[config.mk]
export PLATFORM = sky130hd
export DESIGN_NAME = ring_window_buffer
export DESIGN_NICKNAME = d
export VERILOG_FILES = /design/src/rtl/ring_window_pkg.sv /design/src/rtl/ring_window_buffer.sv
export SDC_FILE = /design/constraint.sdc
export NUM_CORES = 1
export LEC_CHECK = 0
export CORE_UTILIZATION = 30
export CTS_CLUSTER_SIZE = 28
export DETAILED_ROUTE_END_ITERATION = 8
export PLACE_DENSITY = 0.68
export SLEW_MARGIN = 15
export SYNTH_ARGS = -nofsm -noshare
export SYNTH_HDL_FRONTEND = slang
export SYNTH_SLANG_ARGS = --single-unit
[constraint.sdc]
create_clock -name clk_i -period 3.4 [get_ports clk_i]
set_clock_uncertainty 0.15 [all_clocks]
set_input_delay 0.68 -clock clk_i [delete_from_list [all_inputs] [get_ports clk_i]]
set_output_delay 0.68 -clock clk_i [all_outputs]
set_load 0.01 [all_outputs]
[src/rtl/ring_window_pkg.sv]
// Shared types and helpers for the circular staging buffer that feeds rotating_xbar.
// Pointer/count widths follow the default slot count of 4.
package ring_window_pkg;

   localparam int RW_NUM_DATA   = 4;
   localparam int RW_DATA_WIDTH = 4;

   typedef logic [$clog2(RW_NUM_DATA)-1:0] ptr_t;
   typedef logic [$clog2(RW_NUM_DATA):0]   cnt_t;

   // Lane j is valid when j < cnt; the result is thermometer-coded from bit 0.
   function automatic logic [RW_NUM_DATA-1:0] thermo_mask(input cnt_t cnt);
      logic [RW_NUM_DATA-1:0] m;
      m = '0;
      for (int unsigned i = 0; i < RW_NUM_DATA; i++) begin
         m[i] = (i < 32'(cnt));
      end
      return m;
   endfunction

endpackage

[src/rtl/ring_window_buffer.sv]
// Circular staging buffer: one push per cycle, 0..NUM_DATA pops per cycle from the head.
// Raw slots, head and occupancy are exposed so rotating_xbar can present entries oldest-first.
module ring_window_buffer
   import ring_window_pkg::*;
#(
   parameter int  NUM_DATA   = RW_NUM_DATA,
   parameter int  DATA_WIDTH = RW_DATA_WIDTH,
   localparam int PTR_W      = $clog2(NUM_DATA),
   localparam int CNT_W      = PTR_W + 1
) (
   input  logic                                 clk_i,
   input  logic                                 arst_ni,
   input  logic                                 flush_i,
   input  logic [DATA_WIDTH-1:0]                data_i,
   input  logic                                 data_valid_i,
   output logic                                 data_ready_o,
   input  logic [CNT_W-1:0]                     pop_cnt_i,
   output logic [NUM_DATA-1:0][DATA_WIDTH-1:0]  mem_vector_o,
   output logic [PTR_W-1:0]                     head_o,
   output logic [CNT_W-1:0]                     count_o,
   output logic [NUM_DATA-1:0]                  valid_mask_o
);

   logic [PTR_W-1:0]      head_q, head_d;
   logic [CNT_W-1:0]      count_q, count_d;
   logic [DATA_WIDTH-1:0] mem_q [NUM_DATA];
   logic [DATA_WIDTH-1:0] mem_d [NUM_DATA];

   logic [CNT_W-1:0]      pop_eff;
   logic [PTR_W-1:0]      tail;
   logic                  push;

   // Ready depends on registered occupancy only; reset low forces it off.
   assign data_ready_o = arst_ni & (count_q != CNT_W'(NUM_DATA));

   always_comb begin
      pop_eff = (pop_cnt_i > count_q) ? count_q : pop_cnt_i;
      push    = data_valid_i & data_ready_o & ~flush_i;
      tail    = head_q + count_q[PTR_W-1:0];
      head_d  = head_q;
      count_d = count_q;
      mem_d   = mem_q;
      if (flush_i) begin
         head_d  = '0;
         count_d = '0;
      end else begin
         // Low PTR_W bits of pop_eff give the correct modular advance even when pop_eff == NUM_DATA.
         head_d  = head_q + pop_eff[PTR_W-1:0];
         count_d = count_q - pop_eff + CNT_W'(push);
         if (push) begin
            mem_d[tail] = data_i;
         end
      end
   end

   always_ff @(posedge clk_i or negedge arst_ni) begin
      if (!arst_ni) begin
         head_q  <= '0;
         count_q <= '0;
         for (int k = 0; k < NUM_DATA; k++) begin
            mem_q[k] <= '0;
         end
      end else begin
         head_q  <= head_d;
         count_q <= count_d;
         mem_q   <= mem_d;
      end
   end

   assign head_o  = head_q;
   assign count_o = count_q;

   for (genvar gi = 0; gi < NUM_DATA; gi++) begin : g_mem_out
      assign mem_vector_o[gi] = mem_q[gi];
   end

   if (NUM_DATA == RW_NUM_DATA) begin : g_mask_pkg
      assign valid_mask_o = thermo_mask(count_q);
   end else begin : g_mask_gen
      for (genvar gi = 0; gi < NUM_DATA; gi++) begin : g_bit
         assign valid_mask_o[gi] = (count_q > CNT_W'(gi));
      end
   end

endmodule
==> impl_metrics.py <==
metrics = {
    "synth": {
        "async_flop_share": 1.00,
        "synth-main-ff-cell": "dfrtp_1",
        "ys_ff_latch": 21,
        "synth.net_count": 115,
        "ys_types": 28,
        "ys.warnings.count": 0,
        "syn-cell-area_mm2": 0.00118,
        "synth_seq_area_share": 0.445,
        "syn_inst": 95,
        "syn_area_per_cell_um2": 12.4,
        "synth_edf_count": 0,
    },
    "drt": {
        "firstDrtPassIters": 3,
        "drcViolationCount": 0,
        "drt-initial-drc-count": 7,
        "vias": 889,
        "postRouteAntennaNets": 0,
        "via_per_inst": 4.51,
        "wl_per_cell_um": 14.2,
        "routed_wl_mm": 2.81,
    },
    "power": {
        "p_leak_nw": 0.854,
        "finalPower_mw": 1.74,
        "p_sw_mw": 0.619,
        "powerDensity_mw_per_mm2": 954,
        "combPwrFrac": 0.648,
        "p_seq_frac": 0.258,
        "clock_power_share": 0.094,
        "sw_frac_of_total": 0.356,
        "p_int_mw": 1.12,
        "ir_worst_vdd_uv": 338,
    },
    "floorplan": {
        "io_pins": 37,
        "die_area_mm2": 0.00419,
        "start_util": 0.318,
        "die_y_um": 64.7,
        "core-area_mm2": 0.00372,
        "die_x_um": 64.7,
        "rows": 22,
    },
    "critical_path": {
        "rr_startpoint": "count_o[1]$_DFF_PN0_",
        "reg2reg_slack_ps": 300,
        "r2r_end": "count_o[2]$_DFF_PN0_",
        "timing.setup.critical_path_class": "in -> reg",
        "cp.arrival_ps": 3310,
        "cp.required_ps": 3440,
        "worst_setup_path_start_kind": "primary input",
        "crit_fanout": 2,
        "reg2regPathDepth": 13,
        "end_kind": "flip-flop",
    },
    "sta": {
        "rsz0062_at_grt": "false",
        "slew_headroom": 0.817,
        "fin_ws_ps": 128,
        "worstMarginPinSlew_ps": 274,
        "setup_tns_ps": 0,
        "slew_viol_final": 0,
        "hold_slack_ps": 360,
        "period_share": 0.962,
        "layout_min_cycle_time_ps": 3270,
        "hold_viol": 0,
        "setup_violations": 0,
        "max_freq_ghz": 0.306,
    },
    "place": {
        "place.gp.congestion": 0.748,
        "hpwl_mm": 2.11,
        "dp_slack_ps": -543,
        "portBuffers": 36,
    },
    "hold_path": {
        "hold_depth": 1,
        "holdPathEnd": "mem_vector_o[13]$_DFFE_PN0P_",
        "holdCritStartpoint": "mem_vector_o[13]$_DFFE_PN0P_",
        "worst_hold_path_type": "reg -> reg",
    },
    "clock_network": {
        "postCtsHoldBufs": 0,
        "clock_latency_ps": 260,
        "cts_tree": "done",
        "clock_sinks": 21,
        "htreeDepth": 1,
        "clockBufferDepth": 2,
        "path_clk_slew_ps": 80,
        "cts_buffers": 3,
        "root_buffer": "clkbuf_8",
    },
    "cells_and_area": {
        "fin_util": 0.491,
        "diodes": 0,
        "area_growth_pct": 54.5,
        "final_common_cell": "clkdlybuf4s50_1",
        "final_cell_mix": "clkdlybuf4s50_1 (33), dfrtp_1 (21), buf_4 (16)",
        "drive_above_1_share": 0.356,
        "final_nets": 170,
    },
    "global_routing": {
        "grt_pass1_vias": 941,
        "grt_overflow": 0,
        "grt_use_total": 0.147,
        "grt_pass1_wl_mm": 4.62,
        "grt_max_degree": 22,
        "grt_antenna_before_repair": 0,
    },
    "outcome": {
        "status": "complete, no violations",
    },
    "job": {
        "drv_cap": 0,
    },
}
[routing by layer]
metal / global-route usage / part of all wire
met1: 0.192 / 0.46
met2: 0.236 / 0.52
met3: 0.0158 / 0.012
met4: 0.0778 / 0.012
met5: 0 / 0
[state kept, by name (all words and copies together), names as in the netlist]
| name | flops |
|---|---|
| mem_vector_o | 16 |
| count_o | 3 |
| head_o | 2 |
[cells by family (layout without fill, tap and decap cells)]
kind of cell	Yosys count	after routing	share of synthesized area
and+or+nand+nor	24	24	0.121
DFF	21	21	0.445
muxes	18	18	0.197
adders and majority gates	9	9	0.102
buffers and inverters	10	64	0.0414
AOI/OAI and AO/OA	7	7	0.0488
xor gates and xnor gates	6	6	0.0445
[worst max-delay path by stage]
stage	from	endpoint	slack, ps	cells past startpoint
global route	pop_cnt_i[1]	count_o[2]$_DFF_PN0_	4	13
CTS	pop_cnt_i[0]	count_o[2]$_DFF_PN0_	10	14
global placement	pop_cnt_i[1]	count_o[2]$_DFF_PN0_	-430	13
detailed placement	pop_cnt_i[1]	count_o[2]$_DFF_PN0_	-540	13
finish	pop_cnt_i[1]	count_o[2]$_DFF_PN0_	130	13
floorplan	pop_cnt_i[1]	count_o[2]$_DFF_PN0_	3	12
[critical path, stage by stage]
cell	delay, ps
dlygate4sd2_1	250
ha_1	280
nor2b_2	180
o311ai_4	260
mux2_4	340
ha_1	290
inv_1	60
ha_1	130
inv_1	50
fa_2	330
xor2_1	160
and3_1	170
nor3_2	130
[Yosys cell counts (2+ instances only)]
library cell | instances | area share
inv_1 | 6 | 0.019
a21oi_1 | 3 | 0.013
mux2_2 | 10 | 0.095
nor2b_1 | 4 | 0.021
xnor2_1 | 4 | 0.030
nand3_1 | 3 | 0.013
mux2_4 | 8 | 0.10
nand2_1 | 5 | 0.016
xor2_1 | 2 | 0.015
dfrtp_1 | 21 | 0.45
inv_2 | 2 | 0.0064
or3_4 | 2 | 0.019
nor2_1 | 3 | 0.0095
ha_1 | 8 | 0.085
[repair_timing]
item | CTS | global route
endpoints found under the setup margin | 1 | 1
gates resized for setup | 7 | 7
buffers inserted | 1 | 1
pin swaps | 3 | 2
[power by group through the flow]
stage / clock, mW / sequential, mW / combinational, mW
finish: 0.164 / 0.448 / 1.13
global route: 0.181 / 0.465 / 1.22
CTS: 0.168 / 0.448 / 1.08
detailed placement: 0 / 0.452 / 1.02
global placement: 0 / 0.448 / 0.992
floorplan: 0 / 0.502 / 0.476
[stage by stage]
step / std cells / area (µm²)
after detailed placement: 191 / 1690
after global placement: 191 / 1690
after global routing: 197 / 1820
after floorplan: 95 / 1180
after CTS: 196 / 1770
final: 197 / 1820
[area by class of cell]
class                   count  area, µm²
fillers                   319       1890
multi-input cells          64        677
well taps                  48       60.1
clock buffers               3       41.3
flip-flops and latches     21        526
clock inverters             1       5.00
repair buffers             52        484
inverters                   8       30.0
(Power assumes the default switching activity.)
